### src/rtl/led_fader.sv
// RGB fader: CPU-programmed targets, each tick steps R/G/B toward target and writes R,G,B to the PWM block 1..3 cycles later.
// No backpressure downstream; ticks arriving mid-sequence are dropped (sticky OVR). LED_FADER_BREATHE_EN adds ping-pong breathing.
module led_fader #(
    parameter int BITS         = 16,
    parameter int ADDRESS_BITS = 4,
    parameter int CLK_FREQ     = 12000000
) (
    input  logic                    CLK,
    input  logic                    RST,
    input  logic [ADDRESS_BITS-1:0] ADDRESS,
    input  logic [BITS-1:0]         DATA_IN,
    output logic [BITS-1:0]         DATA_OUT,
    input  logic                    WR,
    output logic [ADDRESS_BITS-1:0] PWM_ADDRESS,
    output logic [BITS-1:0]         PWM_DATA,
    output logic                    PWM_WR
);

    localparam logic [BITS-1:0] DIV_RST = BITS'(CLK_FREQ / 1000 - 1);

    localparam logic [ADDRESS_BITS-1:0] A_TGT_R  = ADDRESS_BITS'(0);
    localparam logic [ADDRESS_BITS-1:0] A_TGT_G  = ADDRESS_BITS'(1);
    localparam logic [ADDRESS_BITS-1:0] A_TGT_B  = ADDRESS_BITS'(2);
    localparam logic [ADDRESS_BITS-1:0] A_DIV    = ADDRESS_BITS'(3);
    localparam logic [ADDRESS_BITS-1:0] A_STEP   = ADDRESS_BITS'(4);
    localparam logic [ADDRESS_BITS-1:0] A_CTRL   = ADDRESS_BITS'(5);
    localparam logic [ADDRESS_BITS-1:0] A_STATUS = ADDRESS_BITS'(6);
    localparam logic [ADDRESS_BITS-1:0] A_CUR_R  = ADDRESS_BITS'(8);
    localparam logic [ADDRESS_BITS-1:0] A_CUR_G  = ADDRESS_BITS'(9);
    localparam logic [ADDRESS_BITS-1:0] A_CUR_B  = ADDRESS_BITS'(10);

    typedef enum logic [1:0] {IDLE, UPD_R, UPD_G, UPD_B} state_t;

    state_t          state;
    state_t          state_nxt;
    logic [BITS-1:0] tgt_q   [3];
    logic [BITS-1:0] cur_q   [3];
    logic [BITS-1:0] eff_tgt [3];
    logic [BITS-1:0] div_q;
    logic [BITS-1:0] step_q;
    logic [BITS-1:0] presc_q;
    logic            en_q;
    logic            ovr_q;
    logic            tick;
    logic [2:0]      done;
    logic [BITS-1:0] cur_sel;
    logic [BITS-1:0] tgt_sel;
    logic [BITS-1:0] ch_new;
    logic [BITS-1:0] ctrl_rd;
    logic [BITS-1:0] status_rd;

    // Move toward target by at most stp; the difference test keeps it from wrapping or overshooting.
    function automatic logic [BITS-1:0] step_toward(input logic [BITS-1:0] cur,
                                                    input logic [BITS-1:0] tgt,
                                                    input logic [BITS-1:0] stp);
        logic [BITS-1:0] res;
        if (tgt >= cur) begin
            res = ((tgt - cur) <= stp) ? tgt : cur + stp;
        end else begin
            res = ((cur - tgt) <= stp) ? tgt : cur - stp;
        end
        return res;
    endfunction

    assign tick = en_q && (presc_q == div_q);

`ifdef LED_FADER_BREATHE_EN
    logic breathe_q;
    logic dir_down_q;

    always_ff @(posedge CLK or posedge RST) begin
        if (RST) begin
            breathe_q  <= 1'b0;
            dir_down_q <= 1'b0;
        end else begin
            if (WR && ADDRESS == A_CTRL) begin
                breathe_q <= DATA_IN[1];
            end
            if (en_q && breathe_q && state == IDLE && (&done)) begin
                dir_down_q <= ~dir_down_q;
            end
        end
    end

    always_comb begin
        for (int i = 0; i < 3; i++) begin
            eff_tgt[i] = dir_down_q ? '0 : tgt_q[i];
        end
    end
`else
    always_comb begin
        for (int i = 0; i < 3; i++) begin
            eff_tgt[i] = tgt_q[i];
        end
    end
`endif

    always_comb begin
        for (int i = 0; i < 3; i++) begin
            done[i] = (cur_q[i] == eff_tgt[i]);
        end
    end

    always_comb begin
        cur_sel = cur_q[0];
        tgt_sel = eff_tgt[0];
        case (state)
            UPD_G: begin
                cur_sel = cur_q[1];
                tgt_sel = eff_tgt[1];
            end
            UPD_B: begin
                cur_sel = cur_q[2];
                tgt_sel = eff_tgt[2];
            end
            default: ;
        endcase
    end

    assign ch_new = step_toward(cur_sel, tgt_sel, step_q);

    always_ff @(posedge CLK or posedge RST) begin
        if (RST) begin
            state <= IDLE;
        end else begin
            state <= state_nxt;
        end
    end

    always_comb begin
        state_nxt   = state;
        PWM_WR      = 1'b0;
        PWM_ADDRESS = '0;
        PWM_DATA    = '0;
        case (state)
            IDLE: begin
                if (tick) state_nxt = UPD_R;
            end
            UPD_R: begin
                state_nxt   = UPD_G;
                PWM_WR      = 1'b1;
                PWM_ADDRESS = ADDRESS_BITS'(0);
                PWM_DATA    = ch_new;
            end
            UPD_G: begin
                state_nxt   = UPD_B;
                PWM_WR      = 1'b1;
                PWM_ADDRESS = ADDRESS_BITS'(1);
                PWM_DATA    = ch_new;
            end
            UPD_B: begin
                state_nxt   = IDLE;
                PWM_WR      = 1'b1;
                PWM_ADDRESS = ADDRESS_BITS'(2);
                PWM_DATA    = ch_new;
            end
            default: state_nxt = IDLE;
        endcase
    end

    always_ff @(posedge CLK or posedge RST) begin
        if (RST) begin
            for (int i = 0; i < 3; i++) begin
                tgt_q[i] <= '0;
                cur_q[i] <= '0;
            end
            div_q   <= DIV_RST;
            step_q  <= BITS'(1);
            en_q    <= 1'b0;
            ovr_q   <= 1'b0;
            presc_q <= '0;
        end else begin
            if (WR) begin
                case (ADDRESS)
                    A_TGT_R: tgt_q[0] <= DATA_IN;
                    A_TGT_G: tgt_q[1] <= DATA_IN;
                    A_TGT_B: tgt_q[2] <= DATA_IN;
                    A_DIV:   div_q    <= DATA_IN;
                    A_STEP:  step_q   <= DATA_IN;
                    A_CTRL:  en_q     <= DATA_IN[0];
                    default: ;
                endcase
            end

            case (state)
                UPD_R:   cur_q[0] <= ch_new;
                UPD_G:   cur_q[1] <= ch_new;
                UPD_B:   cur_q[2] <= ch_new;
                default: ;
            endcase

            // A CTRL write wins over a same-cycle dropped tick so software always sees the clear.
            if (WR && ADDRESS == A_CTRL) begin
                ovr_q <= 1'b0;
            end else if (tick && state != IDLE) begin
                ovr_q <= 1'b1;
            end

            if (!en_q || tick || (WR && ADDRESS == A_DIV)) begin
                presc_q <= '0;
            end else begin
                presc_q <= presc_q + BITS'(1);
            end
        end
    end

    always_comb begin
        ctrl_rd    = '0;
        ctrl_rd[0] = en_q;
        ctrl_rd[4] = ovr_q;
`ifdef LED_FADER_BREATHE_EN
        ctrl_rd[1] = breathe_q;
`endif
        status_rd      = '0;
        status_rd[0]   = (state != IDLE);
        status_rd[3:1] = {done[2], done[1], done[0]};
    end

    always_comb begin
        DATA_OUT = '0;
        case (ADDRESS)
            A_TGT_R:  DATA_OUT = tgt_q[0];
            A_TGT_G:  DATA_OUT = tgt_q[1];
            A_TGT_B:  DATA_OUT = tgt_q[2];
            A_DIV:    DATA_OUT = div_q;
            A_STEP:   DATA_OUT = step_q;
            A_CTRL:   DATA_OUT = ctrl_rd;
            A_STATUS: DATA_OUT = status_rd;
            A_CUR_R:  DATA_OUT = cur_q[0];
            A_CUR_G:  DATA_OUT = cur_q[1];
            A_CUR_B:  DATA_OUT = cur_q[2];
            default:  DATA_OUT = '0;
        endcase
    end

endmodule

### config.mk
export PLATFORM = sky130hd
export DESIGN_NAME = led_fader
export DESIGN_NICKNAME = d
export VERILOG_FILES = /design/src/rtl/led_fader.sv
export SDC_FILE = /design/constraint.sdc
export NUM_CORES = 1
export LEC_CHECK = 0
export ABC_AREA = 1
export CORE_MARGIN = 4
export CORE_UTILIZATION = 57
export DETAILED_ROUTE_END_ITERATION = 7
export GPL_TIMING_DRIVEN = 0
export PLACE_DENSITY = 0.79
export SYNTH_ARGS = -nofsm -noshare
export SYNTH_HDL_FRONTEND = slang
export SYNTH_SLANG_ARGS = --single-unit
### constraint.sdc
create_clock -name CLK -period 6.45 [get_ports CLK]
set_input_delay 1.935 -clock CLK [delete_from_list [all_inputs] [get_ports CLK]]
set_output_delay 1.935 -clock CLK [all_outputs]
set_load 0.01 [all_outputs]
**After elaboration in Yosys (flattened, before gate mapping)**

Index checks and enable logic that the tools add are counted.

- Input port bits: 23
- Register bits: 148

- Equal/unequal tests: 17
- Reductions and logical operators: 18
- Order comparisons: 3
- Muxes and demuxes: 14
- Add/subtract/negate cells: 5

Operators with widths:

| kind | count |
|---|---|
| case mux 16 bit (10 select lines) | 1 |
| two-way mux 16 bit | 5 |
| == test 16 bit | 4 |
| case mux 16 bit (2 select lines) | 2 |
| subtractor 16 bit | 3 |
| less-or-equal comparator 16 bit | 2 |
| adder 16 x 1 -> 16 bit, second input constant | 1 |
| adder 16 bit | 1 |
| greater-or-equal comparator 16 bit | 1 |
| == test 4 x 3 -> 1 bit, second input constant | 3 |
| == test 4 bit, second input constant | 3 |
| AND reduction 2 bit | 6 |
| == test 4 x 2 -> 1 bit, second input constant | 2 |
| case mux 2 bit (4 select lines) | 1 |
| == test 2 bit, second input constant | 2 |
| == test 4 x 1 -> 1 bit, second input constant | 1 |
| logical AND 1 bit | 4 |
| zero test 4 bit | 1 |
| case mux 2 bit (2 select lines) | 1 |
| nonzero test 2 bit | 2 |
| two-way mux 1 bit | 3 |
| OR reduction 3 bit | 1 |
| == test 2 x 1 -> 1 bit, second input constant | 1 |
| zero test 2 bit | 1 |
| 4 further kinds | 5 |

**Logic depth before layout (Yosys ltp)**

- Word-level depth: 7
- Depth in mapped cells: 31

**Worst setup path before layout**

No wires, ideal clock.

- Path type: register to output
- Start point: register state[0]
- End point: output PWM_DATA[3]
- Stages on the path, launching flop included: 30
- Arrival time: 4.356 ns
- Path buffers: 5
- Required time: 4.515 ns
- Slack: 0.159 ns
- Cell sequence: dfrtp_1 > inv_1 > ha_1 > clkbuf_2 > nor2_1 > buf_2 > buf_1 > a21oi_1 > ha_1 > buf_6 > nand2_1 > nor2_1 > inv_1 > o21ai_0 > a21oi_1 > nand2_1 > xor2_1 > inv_1 > ha_1 > nand2_1 > nor2_1 > nand2_1 > clkinv_1 > nand2_1 > a21oi_1 > buf_2 > nand2_1 > nand3_4 > nand2_1 > nor2_1

- Word-level cells in the longest chain between the ends: 7

Ends and longest elaborated chain:

| element | line | RTL |
|---|---|---|
| start, declared | 34 | `state_t state;` |
| start signal, assigned | 126 | `state <= state_nxt;` |
| == test 2 bit | 107, 135 |  |
| case mux 16 bit (2 select lines) | 107 | `case (state)` |
| subtractor 16 bit (on tied branches) | 60, 58 |  |
| less-or-equal comparator 16 bit (on tied branches) | 60, 58 |  |
| two-way mux 16 bit (on tied branches) | 60, 58 |  |
| two-way mux 16 bit | 57 | `if (tgt >= cur) begin` |
| two-way mux 16 bit (*) | 135 | `case (state)` |
| end, declared | 15 | `output logic [BITS-1:0] PWM_DATA,` |

Every way passes the cells marked *; elsewhere a longest branch is shown, timed or not.

**Worst setup path after layout**

Same ends and word-level chain as after synthesis.

==> run metrics <==
starting density of the core=0.5792; fraction of met1 tracks used by global routing=0.4823; Clock Tree Root=sky130_fd_sc_hd__clkbuf_16; share of layout cells above drive strength 1=0.2684; boundary pin count=60; Overflow after GRT=0; initial antenna violation count=0; post-route fraction of the period consumed by the critical path=1.121; asr flop ratio synth=1.000; Most used DFF post-synth=sky130_fd_sc_hd__dfrtp_1; H-tree Lvls=4; dpl ws=-2.410 ns; via/cell ratio=between 6 and 7; Global Route met2 Usage=0.6957; GRT Total Usage=0.4190; layout overhead on the synthesized area=36.48%; number of clock sinks=148; Critical Path Sink Type=primary output; worst slew pin tran=roughly 0.85 ns; # DRC=0; sequential share of the synthesized area=0.2844; Cell Area, Placed=14040 µm²; clock latency on the worst-skew pair=0.43 ns; number of flip-flops and latches in the synthesized netlist=148; CP Class=reg2out; hold-fix buffer count after cts=0; row count=between 50 and 60; proportion of netlist area held by the largest area contributor=0.2603; critical-path maximum fanout=10; total count of hold-check failures in the final report=0; count of vias placed by the detailed router=approximately 16000; synth unique cells=53; Worst Path Arrival=between 5 and 6 ns; maximum clock frequency=0.1383 GHz; clock transition at the registers of the reported paths=0.07 ns; count of flip-flops with a built-in enable after synthesis=0; Detailed Routing Iterations Pass 1=7; required time at the endpoint of the critical path=between 4 and 5 ns; Worst Setup Slack, final=-0.7789 ns; pin count of the biggest net entering global routing=95; routing usage on met3=0.07067; cells along the critical path=buf_12 -> ha_4 -> inv_8 -> buf_16 -> o21ai_0 -> a21oi_2 -> inv_2 -> ha_4 -> a21o_1 -> nor2_2 -> nand2_4 -> xor2_1 -> ha_1 -> nand2_1 -> nor2_2 -> nand4_1 -> nor2_4 -> inv_2 -> clkbuf_4 -> nand3_1 -> nand3_2 -> nand2_2 -> nor2_2 -> buf_2; number of max-slew violations in the final report=0; result of the run=finished with violations; number of buffers added on ports=57; global routing's busiest layer=met2; most numerous cell on the critical path=sky130_fd_sc_hd__nor2_2; maximum clock path buffer count=2; Die Y=159.4 µm; type of the worst min-delay path=reg2reg; RSZ-0062 raised after global routing=yes; Core ar.=22570 µm²; Fin Clk Skew=0.01451 ns; Post-synth top cells=sky130_fd_sc_hd__nand2_1, sky130_fd_sc_hd__inv_1, sky130_fd_sc_hd__nor2_1, sky130_fd_sc_hd__dfrtp_1, sky130_fd_sc_hd__nand3_1; RePlAce Congestion=between 1 and 1.5; Setup-failing EPs final=16; Synth Warn #=0; post-synthesis cell count=1914; overall die area=25420 µm²; first-pass GRT wire length=approximately 83000 µm; largest area contributor in the synthesized netlist=sky130_fd_sc_hd__dfrtp_1; area of the mapped netlist=13070 µm²; library cell contributing the largest single delay on the critical path=sky130_fd_sc_hd__dfrtp_2; CTS tree=yes; wire length per cell=between 20 and 25 µm; Maximum Capacitance Violations=0; setup TNS=-10.73 ns; largest stage delay on the critical path=0.45 ns; DRT antenna net count=0; area of all placed cells without fillers=roughly 18000 µm²; number of buffers created by CTS=17; Max transition margin=0.4311; post-DP HPWL=39740 µm; final routed wirelength across all metal layers=roughly 60000 µm; cell with the most instances after synthesis=sky130_fd_sc_hd__nand2_1; launching element type of the critical path=register; Iteration-0 DRC Markers=2141; synth top area cells=sky130_fd_sc_hd__dfrtp_1, sky130_fd_sc_hd__nand2_1, sky130_fd_sc_hd__ha_1; post-synthesis average cell area=6.831 µm²; DIE WIDTH=159.4 µm; Final nets=2260; via count of the first global-routing pass=15000; Min Clock Period, post-route=7.229 ns; violations in the final reports=setup timing
[repair_timing]
item	4_1_cts	5_1_grt
resized for setup	480	122
buffers inserted	101	35
setup endpoints to repair	31	32
pin swaps	107	81
cloned	10	0
[layout by cell type (no fill, tap or decap), types with 33 or more instances in the layout]
master and instances:
sky130_fd_sc_hd__nand3_1 108, sky130_fd_sc_hd__nor2_1 106, sky130_fd_sc_hd__inv_1 226, sky130_fd_sc_hd__nand2_4 40
sky130_fd_sc_hd__nand2_2 33, sky130_fd_sc_hd__ha_1 77, sky130_fd_sc_hd__buf_4 125, sky130_fd_sc_hd__o21ai_0 99
sky130_fd_sc_hd__a21oi_2 34, sky130_fd_sc_hd__clkdlybuf4s50_1 41, sky130_fd_sc_hd__xor2_1 58, sky130_fd_sc_hd__a21oi_1 46
sky130_fd_sc_hd__nand2_1 484, sky130_fd_sc_hd__dfrtp_1 134
[cell type report]
cell class | instances | area [µm²]
diodes | 1 | 2.502
plain buffers | 66 | 549.3
clock buffers | 18 | 429.2
clock inverters | 14 | 137.6
fillers | 1464 | 4728
inverters | 266 | 1056
multi-input cells | 1431 | 9707
flip-flops and latches | 148 | 3721
well taps | 285 | 356.6
repair buffers | 203 | 1884
[cell families after synthesis]
kind of cell               count (synthesis)  synth area share
DFF                                      148            0.2844
buffers and inverters                    336            0.1042
adders and majority gates                104            0.1018
xor gates and xnor gates                  82           0.05493
AOI/OAI and AO/OA                        328            0.1458
and+or+nand+nor                          915            0.3085
other                                      1         0.0002868
[worst max-delay path, delay by kind of cell, from the launching register on]
family	cells	cell delay, ns
XOR/XNOR	1	0.17
adder cells (fa/ha/maj)	3	0.86
AND/OR/NAND/NOR	10	1.69
AO/OA/AOI/OAI	3	0.66
buffers and inverters	7	1.01
flip-flops	1	0.45
[routing by layer]
| layer | wire (µm) | up-vias |
|---|---|---|
| met2 | 26610 | 1256 |
| met1 | 19870 | 7257 |
| met4 | 6229 | 0 |
| met3 | 7092 | 450 |
| met5 | 0 | - |
| li1 | - | 6660 |
[state kept, by name (all words and copies together), names as in the netlist]
| name | flops |
|---|---|
| eff_tgt | 48 |
| presc_q | 16 |
| cur_q | 48 |
| en_q | 1 |
| ovr_q | 1 |
| div_q | 16 |
| step_q | 16 |
| state | 2 |
[stage by stage]
| stage | utilization | hold WS [ns] | std cells |
|---|---|---|---|
| final | 0.7905 | 0.5195 | 2432 |
| after global routing | 0.7904 | 0.5401 | 2431 |
| after CTS | 0.7589 | 0.5218 | 2401 |
| after detailed placement | 0.6219 | 0.4959 | 2258 |
| after global placement | 0.6205 | 0.4786 | 2257 |
| after floorplan | - | 0.4659 | 1915 |
[path summary, 6_finish.rpt]
kind	to	cells past startpoint	slack (ns)	from
max in group asynchronous	div_q[11]	3	3.65	RST
min in group asynchronous	step_q[2]	2	1.93	RST
min	div_q[2]	2	0.52	div_q[2]
max reg2reg	cur_q[26]	25	1.42	state[0]
min reg2reg	div_q[2]	2	0.52	div_q[2]
max	PWM_DATA[3]	24	-0.78	state[0]
Power is left out: the tool's default activity adds up to more than one toggle a clock period on the data nets, which glitch-free logic cannot reach.
